### config.mk
export PLATFORM = sky130hd
export DESIGN_NAME = ioctl_word_packer
export DESIGN_NICKNAME = d
export VERILOG_FILES = /design/src/rtl/ioctl_word_packer.sv
export SDC_FILE = /design/constraint.sdc
export NUM_CORES = 1
export LEC_CHECK = 0
export CAP_MARGIN = 20
export CELL_PAD_IN_SITES_DETAIL_PLACEMENT = 2
export CELL_PAD_IN_SITES_GLOBAL_PLACEMENT = 2
export CORE_MARGIN = 2
export CORE_UTILIZATION = 42
export DETAILED_ROUTE_END_ITERATION = 8
export PLACE_DENSITY_LB_ADDON = 0.05
export SLEW_MARGIN = 10
export SYNTH_ARGS = -nofsm -noshare
export SYNTH_HDL_FRONTEND = slang
export SYNTH_SLANG_ARGS = --single-unit
export TNS_END_PERCENT = 1
### constraint.sdc
create_clock -name clk_sys -period 3.4 [get_ports clk_sys]
set_input_delay 0.68 -clock clk_sys [delete_from_list [all_inputs] [get_ports clk_sys]]
set_output_delay 0.68 -clock clk_sys [all_outputs]
set_load 0.005 [all_outputs]
### src/rtl/ioctl_word_packer.sv
// Packs the data_io ioctl byte stream into DATA_BYTES-wide words with byte enables and buffers
// them, tagged with a channel, in a small FIFO toward a ready/valid memory writer.
module ioctl_word_packer #(
  parameter int unsigned DATA_BYTES = 2,
  parameter int unsigned FIFO_DEPTH = 4,
  parameter bit          BIG_ENDIAN = 1'b0,
  parameter int unsigned CHAN_BITS  = 2
) (
  input  logic                            clk_sys,
  input  logic                            reset,
  input  logic                            ioctl_download,
  input  logic [7:0]                      ioctl_index,
  input  logic                            ioctl_wr,
  input  logic [26:0]                     ioctl_addr,
  input  logic [7:0]                      ioctl_dout,
  output logic                            ioctl_wait,
  output logic                            out_valid,
  input  logic                            out_ready,
  output logic [26-$clog2(DATA_BYTES):0]  out_addr,
  output logic [8*DATA_BYTES-1:0]         out_data,
  output logic [DATA_BYTES-1:0]           out_be,
  output logic [CHAN_BITS-1:0]            out_chan,
  output logic                            done,
  output logic                            overflow
);

  localparam int unsigned LB = $clog2(DATA_BYTES);
  localparam int unsigned LW = (LB == 0) ? 1 : LB;
  localparam int unsigned AW = 27 - LB;
  localparam int unsigned DW = 8 * DATA_BYTES;
  localparam int unsigned PW = $clog2(FIFO_DEPTH);
  localparam int unsigned CW = PW + 1;
  localparam logic [CW-1:0] FullCnt = CW'(FIFO_DEPTH);
  localparam logic [CW-1:0] WaitCnt = CW'(FIFO_DEPTH - 2);
  localparam logic [DATA_BYTES-1:0] BeAll = '1;

  logic                  dl_q, overflow_q, overflow_d, done_q, done_pend_q, done_pend_d;
  logic                  wait_q, wait_d, out_valid_q, out_valid_d;
  logic [CHAN_BITS-1:0]  chan_q, chan_d;
  logic                  acc_valid_q, acc_valid_d, acc_full_q, acc_full_d;
  logic [AW-1:0]         acc_waddr_q, acc_waddr_d;
  logic [DW-1:0]         acc_data_q, acc_data_d;
  logic [DATA_BYTES-1:0] acc_be_q, acc_be_d;
  logic [CHAN_BITS-1:0]  acc_chan_q, acc_chan_d;
  logic                  stg_valid_q, stg_valid_d;
  logic [AW-1:0]         stg_waddr_q, stg_waddr_d;
  logic [DW-1:0]         stg_data_q, stg_data_d;
  logic [DATA_BYTES-1:0] stg_be_q, stg_be_d;
  logic [CHAN_BITS-1:0]  stg_chan_q, stg_chan_d;
  logic [PW-1:0]         wr_ptr_q, wr_ptr_d, rd_ptr_q, rd_ptr_d;
  logic [CW-1:0]         cnt_q, cnt_d;

  logic [AW-1:0]         mem_waddr_q [FIFO_DEPTH];
  logic [DW-1:0]         mem_data_q  [FIFO_DEPTH];
  logic [DATA_BYTES-1:0] mem_be_q    [FIFO_DEPTH];
  logic [CHAN_BITS-1:0]  mem_chan_q  [FIFO_DEPTH];

  logic                  rise, fall, pop, push, stg_free, wr_en, drop, wr_ok, disc, evict;
  logic                  base_valid, mrg_full, fire;
  logic [AW-1:0]         wr_waddr;
  logic [LW-1:0]         lane, pos;
  logic [CHAN_BITS-1:0]  cur_chan, mrg_chan;
  logic [DW-1:0]         mrg_data;
  logic [DATA_BYTES-1:0] mrg_be;

  logic unused_index;
  assign unused_index = ^ioctl_index[7:CHAN_BITS];

  always_comb begin
    rise       = ioctl_download & ~dl_q;
    fall       = ~ioctl_download & dl_q;
    cur_chan   = rise ? ioctl_index[CHAN_BITS-1:0] : chan_q;
    pop        = out_valid_q & out_ready;
    push       = stg_valid_q & ((cnt_q != FullCnt) | pop);
    stg_free   = ~stg_valid_q | push;
    wr_en      = ioctl_wr & ioctl_download;
    drop       = wr_en & (cnt_q == FullCnt) & stg_valid_q;
    // A byte that is not dropped always finds staging free this cycle.
    wr_ok      = wr_en & ~drop;
    wr_waddr   = ioctl_addr[26:LB];
    lane       = (DATA_BYTES == 1) ? '0 : ioctl_addr[LW-1:0];
    pos        = BIG_ENDIAN ? (LW'(DATA_BYTES - 1) - lane) : lane;
    disc       = wr_ok & acc_valid_q & (wr_waddr != acc_waddr_q);
    evict      = stg_free & acc_valid_q & (acc_full_q | ~ioctl_download | disc);
    base_valid = acc_valid_q & ~evict;
    mrg_data   = base_valid ? acc_data_q : '0;
    mrg_data[{pos, 3'b000} +: 8] = ioctl_dout;
    mrg_be     = (base_valid ? acc_be_q : '0) | (DATA_BYTES'(1) << pos);
    mrg_full   = (mrg_be == BeAll);
    mrg_chan   = base_valid ? acc_chan_q : cur_chan;
  end

  always_comb begin
    acc_valid_d = acc_valid_q;
    acc_full_d  = acc_full_q;
    acc_waddr_d = acc_waddr_q;
    acc_data_d  = acc_data_q;
    acc_be_d    = acc_be_q;
    acc_chan_d  = acc_chan_q;
    stg_valid_d = stg_valid_q & ~push;
    stg_waddr_d = stg_waddr_q;
    stg_data_d  = stg_data_q;
    stg_be_d    = stg_be_q;
    stg_chan_d  = stg_chan_q;
    if (evict) begin
      stg_valid_d = 1'b1;
      stg_waddr_d = acc_waddr_q;
      stg_data_d  = acc_data_q;
      stg_be_d    = acc_be_q;
      stg_chan_d  = acc_chan_q;
      acc_valid_d = 1'b0;
      acc_full_d  = 1'b0;
      acc_data_d  = '0;
      acc_be_d    = '0;
    end
    if (wr_ok) begin
      if (mrg_full && !evict) begin
        stg_valid_d = 1'b1;
        stg_waddr_d = wr_waddr;
        stg_data_d  = mrg_data;
        stg_be_d    = mrg_be;
        stg_chan_d  = mrg_chan;
        acc_valid_d = 1'b0;
        acc_full_d  = 1'b0;
        acc_data_d  = '0;
        acc_be_d    = '0;
      end else begin
        // A full word that cannot reach staging yet is parked until the next cycle.
        acc_valid_d = 1'b1;
        acc_full_d  = mrg_full;
        acc_waddr_d = wr_waddr;
        acc_data_d  = mrg_data;
        acc_be_d    = mrg_be;
        acc_chan_d  = mrg_chan;
      end
    end
  end

  always_comb begin
    wr_ptr_d    = push ? wr_ptr_q + 1'b1 : wr_ptr_q;
    rd_ptr_d    = pop ? rd_ptr_q + 1'b1 : rd_ptr_q;
    cnt_d       = cnt_q + CW'(push) - CW'(pop);
    out_valid_d = (cnt_d != '0);
    wait_d      = (cnt_d >= WaitCnt) | stg_valid_d | acc_full_d;
    chan_d      = cur_chan;
    overflow_d  = (rise ? 1'b0 : overflow_q) | drop;
    fire        = done_pend_q & ~rise & ~acc_valid_q & ~stg_valid_q & (cnt_q == '0);
    done_pend_d = done_pend_q;
    if (rise || fire) begin
      done_pend_d = 1'b0;
    end else if (fall) begin
      done_pend_d = 1'b1;
    end
  end

  always_ff @(posedge clk_sys) begin
    if (push) begin
      mem_waddr_q[wr_ptr_q] <= stg_waddr_q;
      mem_data_q[wr_ptr_q]  <= stg_data_q;
      mem_be_q[wr_ptr_q]    <= stg_be_q;
      mem_chan_q[wr_ptr_q]  <= stg_chan_q;
    end
  end

  always_ff @(posedge clk_sys) begin
    if (reset) begin
      dl_q        <= 1'b0;
      chan_q      <= '0;
      overflow_q  <= 1'b0;
      done_q      <= 1'b0;
      done_pend_q <= 1'b0;
      wait_q      <= 1'b0;
      out_valid_q <= 1'b0;
      acc_valid_q <= 1'b0;
      acc_full_q  <= 1'b0;
      acc_waddr_q <= '0;
      acc_data_q  <= '0;
      acc_be_q    <= '0;
      acc_chan_q  <= '0;
      stg_valid_q <= 1'b0;
      stg_waddr_q <= '0;
      stg_data_q  <= '0;
      stg_be_q    <= '0;
      stg_chan_q  <= '0;
      wr_ptr_q    <= '0;
      rd_ptr_q    <= '0;
      cnt_q       <= '0;
    end else begin
      dl_q        <= ioctl_download;
      chan_q      <= chan_d;
      overflow_q  <= overflow_d;
      done_q      <= fire;
      done_pend_q <= done_pend_d;
      wait_q      <= wait_d;
      out_valid_q <= out_valid_d;
      acc_valid_q <= acc_valid_d;
      acc_full_q  <= acc_full_d;
      acc_waddr_q <= acc_waddr_d;
      acc_data_q  <= acc_data_d;
      acc_be_q    <= acc_be_d;
      acc_chan_q  <= acc_chan_d;
      stg_valid_q <= stg_valid_d;
      stg_waddr_q <= stg_waddr_d;
      stg_data_q  <= stg_data_d;
      stg_be_q    <= stg_be_d;
      stg_chan_q  <= stg_chan_d;
      wr_ptr_q    <= wr_ptr_d;
      rd_ptr_q    <= rd_ptr_d;
      cnt_q       <= cnt_d;
    end
  end

  always_comb begin
    ioctl_wait = wait_q;
    out_valid  = out_valid_q;
    done       = done_q;
    overflow   = overflow_q;
    out_addr   = out_valid_q ? mem_waddr_q[rd_ptr_q] : '0;
    out_data   = out_valid_q ? mem_data_q[rd_ptr_q] : '0;
    out_be     = out_valid_q ? mem_be_q[rd_ptr_q] : '0;
    out_chan   = out_valid_q ? mem_chan_q[rd_ptr_q] : '0;
  end

endmodule

== Word-level counts from Yosys, hierarchy flattened ==
Memory sizes are Yosys's and may differ from the RTL's. A register that Yosys moved wholly into a read port is not among the register bits.
Cells that the tools add are included.

* Flip-flop bits (word level): 110
* ROM bits: 0
* Word-level logic and storage cells: 128
* Bits in latches: 0
* Memories: 4
* Output and inout bits: 50
* Bits of input ports: 48
* RAM bits: 184

{| class="wikitable"
|+ Memories
! memory !! words !! bits a word !! read ports !! clocked after memory_dff !! wr ports !! line !! RTL
|-
| mem_waddr_q || 4 || 26 || 1 || 1 || 1 || 53 || <nowiki>logic [AW-1:0] mem_waddr_q [FIFO_DEPTH];</nowiki>
|-
| mem_data_q || 4 || 16 || 1 || 1 || 1 || 54 || <nowiki>logic [DW-1:0] mem_data_q [FIFO_DEPTH];</nowiki>
|-
| mem_be_q || 4 || 2 || 1 || 1 || 1 || 55 || <nowiki>logic [DATA_BYTES-1:0] mem_be_q [FIFO_DEPTH];</nowiki>
|-
| mem_chan_q || 4 || 2 || 1 || 1 || 1 || 56 || <nowiki>logic [CHAN_BITS-1:0] mem_chan_q [FIFO_DEPTH];</nowiki>
|}

* Magnitude comparators: 1
* Muxes and demuxes: 47
* Shifts and indexed selects: 3
* Bitwise operators: 35
* Multipliers: 0
* Equal/unequal tests: 4
* Add/subtract/negate cells: 5
* Divide/modulo/power cells: 0
* Reductions and logical operators: 8

{| class="wikitable"
|+ Operators by type and width
! cell !! count
|-
| two-way mux 16 bit || 8
|-
| two-way mux 26 bit || 4
|-
| two-way mux 2 bit || 22
|-
| != test 26 bit || 1
|-
| AND 1 bit || 18
|-
| bitwise mux 16 bit || 1
|-
| variable shift 8 x 6 -> 16 bit (first input constant) || 1
|-
| indexed part select 8 x 6 -> 16 bit || 1
|-
| two-way mux 1 bit || 12
|-
| inverter 1 bit || 9
|-
| OR 1 bit || 7
|-
| negation 4 -> 6 bit || 1
|-
| adder 2 x 1 -> 2 bit (second input constant) || 2
|-
| adder 3 x 1 -> 3 bit || 1
|-
| == test 3 bit (second input constant) || 1
|-
| >= comparator 3 x 2 -> 1 bit (second input constant) || 1
|-
| logical NOT 3 bit || 1
|-
| != test 3 bit (second input constant) || 1
|-
| nonzero test 3 bit || 1
|-
| subtractor 3 x 1 -> 3 bit || 1
|-
| == test 2 bit (second input constant) || 1
|-
| OR 2 bit || 1
|-
| AND reduction 2 bit || 1
|-
| nonzero test 2 bit || 1
|-
| other kinds (5) || 5
|}

== Depth between registers and ports, before layout ==
* Depth after elaboration: 19
* Mapped depth: 11
* Depth with buffers taken out: 11

== Worst setup path after synthesis ==
No wires, ideal clock.

* Kind: in2reg
* Start point: in out_ready
* End point: reg out_valid_q, in the netlist out_valid
* Data arrival time: 2764 ps
* Buffers on the path: 0
* Library setup time: 127 ps
* Setup slack: 509 ps
* Data required time: 3273 ps
* Cell stages on the path: 11
* Path through: nand2_1 -> a31oi_1 -> inv_1 -> ha_1 -> inv_1 -> ha_1 -> fa_1 -> xnor2_1 -> xnor2_1 -> nor2b_1 -> or3_1

* Word-level cells in the longest chain between the ends: 6

{| class="wikitable"
|+ RTL lines
! what !! line !! RTL
|-
| from (decl) || 18 || <nowiki>input logic out_ready,</nowiki>
|-
| AND 1 bit * || 73 || <nowiki>pop = out_valid_q & out_ready;</nowiki>
|-
| OR 1 bit || 74 || <nowiki>push = stg_valid_q & ((cnt_q != FullCnt) | pop);</nowiki>
|-
| AND 1 bit || 74 ||
|-
| adder 3 x 1 -> 3 bit || 142 || <nowiki>cnt_d = cnt_q + CW'(push) - CW'(pop);</nowiki>
|-
| subtractor 3 x 1 -> 3 bit * || 142 ||
|-
| nonzero test 3 bit * || 143 || <nowiki>out_valid_d = (cnt_d != '0);</nowiki>
|-
| to (signal assigned) || 195 || <nowiki>out_valid_q <= out_valid_d;</nowiki>
|-
| to (decl) || 38 || <nowiki>logic wait_q, wait_d, out_valid_q, out_valid_d;</nowiki>
|}

Mark *: on every way between the ends. The rest lies on a longest branch, timed or not.
A chain may end at the register's enable or synchronous reset.

==> flow_summary_export.csv <==
group,metric,value,unit
run_status,status,"finished clean",
drt,drc,0,
timing,relSlewSlack,53.8,%
pwr,internal_power,7.03,mW
clock_network,post_cts_buffers,0,
critical_path,r2r_slack,0.75,ns
pwr,p_leak,5.31,nW
global_route,grt_max_degree,49,
cells_and_area,stdcell_count,1348,
critical_path,r2r_end,"out_valid",
timing,finClkSkew,0.00993,ns
clock_network,cts.root.buffer_cell,"clkbuf_16",
timing,fmax,0.319,GHz
drt,drt-total-wl,30900,um
global_route,grt_antenna_before_repair,0,
pwr,pwr_density_cell,628,nW/um2
floorplanning,die_w,173,um
timing,rsz0062_at_grt,"false",
timing,worstMarginPinSlew,0.693,ns
timing,fin_crit_sh,92.2,%
cells_and_area,num-fill-cells,2567,
cells_and_area,regArea,7770,um2
placement,hpwl,19500,um
floorplanning,start_util,43.0,%
critical_path,path_class,"flip-flop to primary output",
pwr,switching_share,24.1,%
cells_and_area,areaGrowthSynthToFinish,22.5,%
cells_and_area,fin_util,52.6,%
critical_path,cpMaxStageDelayCell,"mux4_2",
cells_and_area,antenna_cells,0,
clock_network,cts_made_buffers,34,
flow_run,cap_viol_max_count,0,
synthesis,syn_area,12000,um2
synthesis,ys.flop_type,"edfxtp_1",
clock_network,clock-sinks,296,
timing,slew_viol_final,0,
placement,dp.cells,1286,
cells_and_area,final_common_cell,"edfxtp_1",
clock_network,htree_levels,2,
pwr,switchingPower,2.23,mW
floorplanning,num_rows,61,
timing,hold_ws,0.469,ns
floorplanning,dieArea,30000,um2
critical_path,reg2reg_from,"out_valid",
clock_network,clock_latency,0.50,ns
synthesis,synthArstFlopShare,0,%
drt,firstDrtPassIters,4,
worst_hold_path,hp-start,"acc_data_q[6]",
clock_network,clkTransAtPathRegs,0.06,ns
clock_network,postCtsHoldBufs,0,
pwr,power.total,9.26,mW
synthesis,avgSynthCellArea,14.5,um2
drt,via_count,7251,
global_route,grt_pass1_vias,8247,
worst_hold_path,hold_class,"flip-flop to flip-flop",
timing,hold_viol_final,0,
critical_path,critical_path_arrival,2.46,ns
cells_and_area,multi_input_area,3920,um2
placement,port_buffers,91,
synthesis,yosysWarnings,0,
global_route,gr-total-overflow,0,
worst_hold_path,holdPathEnd,"acc_data_q[6]",
clock_network,max-clock-path-buffers,3,
drt,viasPerCell,5.38,
drt,wl_per_cell,22.9,um
drt,drt_iter0_markers,328,
timing,setup_violations,0,
critical_path,start_kind,"flip-flop",
pwr,peakVddDrop,0.437,mV
floorplanning,die_h,173,um
synthesis,ys_ff_latch,296,
critical_path,worstRegToRegCells,11,
pwr,clkPwrFrac,39.1,%
critical_path,critPathMaxFanout,46,
cells_and_area,drive_gt1_share,15.6,%
synthesis,synth_edf_count,184,
clock_network,ctsResizeCount,0,
critical_path,required,2.72,ns
timing,setup_tns,0,ns
synthesis,yosysSeqAreaShare,64.5,%
synthesis,syn_inst,831,
global_route,grt_pass1_wl,49400,um
critical_path,max_stage_delay,0.57,ns
critical_path,end_kind,"primary output",
pwr,p_seq_share,43.6,%
synthesis,synthDistinctLibCells,51,
pwr,combPwrFrac,17.3,%
floorplanning,pin_count,98,
cells_and_area,layout_common_cells,"184 x edfxtp_1, 110 x dfxtp_1, 90 x clkdlybuf4s50_1",
global_route,grt_usage,21.1,%
critical_path,path_cells,"buf_12, mux4_2, and2_1, clkdlybuf4s50_1",
placement,place_congestion,0.772,
timing,layout_min_cycle_time,3.14,ns
synthesis,synthesis.nets,886,
floorplanning,core_area,28000,um2
cells_and_area,layout.nets,999,
clock_network,cts_tree,"done",
worst_hold_path,min_path_cells,2,
drt,ant_nets,0,
[logic make-up (layout without fill, tap and decap cells)]
kind of cell | Yosys count | count (layout) | synth area share (%)
multiplexers | 101 | 101 | 13.2
AND/OR/NAND/NOR | 185 | 185 | 8.47
buffers and inverters | 93 | 232 | 3.14
XOR/XNOR | 31 | 31 | 2.26
adder cells (fa/ha/maj) | 7 | 7 | 0.790
AO/OA/AOI/OAI | 118 | 118 | 7.60
flip-flops | 296 | 296 | 64.5
[stage by stage]
| stage | setup slack [ns] | cell area (um2) |
|---|---|---|
| 2_1_floorplan | 0.509 | 12000 |
| 3_3_place_gp | 0.0744 | 13600 |
| 3_5_place_dp | -0.0714 | 13600 |
| 4_1_cts | 0.209 | 14700 |
| 5_1_grt | 0.134 | 14700 |
| 6_report | 0.264 | 14700 |
[cell type report]
type / instances / area share (%)
flip-flops and latches: 296 / 52.7
multi-input cells: 442 / 26.6
clock inverters: 8 / 0.484
inverters: 46 / 1.17
repair buffers: 124 / 8.61
clock buffers: 54 / 7.21
well taps: 378 / 3.21
[worst max-delay path, delay by kind of cell (launching register included)]
family,cells,cell delay (ns)
buf+inv,2,0.81
mux,1,0.57
simple gates,1,0.18
flops,1,0.35
[worst max path at each step]
stage,from,endpoint,slack [ns]
final,flip-flop,out_data[4],0.26
after global routing,flip-flop,out_addr[4],0.13
after CTS,flip-flop,out_data[4],0.21
after detailed placement,out_ready,out_valid,-0.07
after global placement,out_ready,out_valid,0.07
after floorplan,out_ready,out_valid,0.51
[layer usage]
| layer | part of all wire, % | global-route usage [%] |
|---|---|---|
| met2 | 50 | 36.4 |
| met3 | 3.3 | 3.05 |
| met5 | 0 | 0 |
| met4 | 1.2 | 4.45 |
| met1 | 46 | 28.6 |
[cell usage after synthesis, drive strengths merged, types with 2 or more instances]
cell,number,share of area (%)
a211oi,42,2.6
a31oi,3,0.16
inv,46,1.4
o22a,8,0.58
nand2,21,0.65
and4,2,0.15
xor2,27,2.0
nor2b,8,0.42
mux4,46,8.6
o211ai,16,1.0
o32ai,9,0.65
and2,50,2.6
ha,6,0.62
buf,22,0.93
a21oi,18,0.75
nor4,8,1.0
xnor2,4,0.29
mux2i,53,4.4
nand4,3,0.21
mux2,2,0.19
dfxtp,112,19
a311oi,3,0.22
nand2b,4,0.23
clkbuf,25,0.78
nand3b,2,0.12
a22o,9,0.65
or3,2,0.10
nor2,70,2.2
o21ai,2,0.083
nor3,10,0.42
o41ai,2,0.15
edfxtp,184,46
[registers in the layout, summed over array words and instances (netlist names), 3 cells and up, named ones only]
name and cells:
mem_waddr_q 104, mem_data_q 64, acc_waddr_q 26, stg_waddr_q 26, acc_data_q 16, stg_data_q 16
mem_be_q 8, mem_chan_q 8, cnt_q 3
[power by group through the flow]
stage | sequential [mW] | combinational (mW) | clock [mW]
after floorplan | 4.07 | 0.878 | 0
after global placement | 4.09 | 1.57 | 0
after detailed placement | 4.11 | 1.62 | 0
after CTS | 4.04 | 1.65 | 3.72
after global routing | 4.05 | 1.76 | 3.85
final | 4.04 | 1.60 | 3.62
Note: power is estimated with default switching activity, not from simulation.
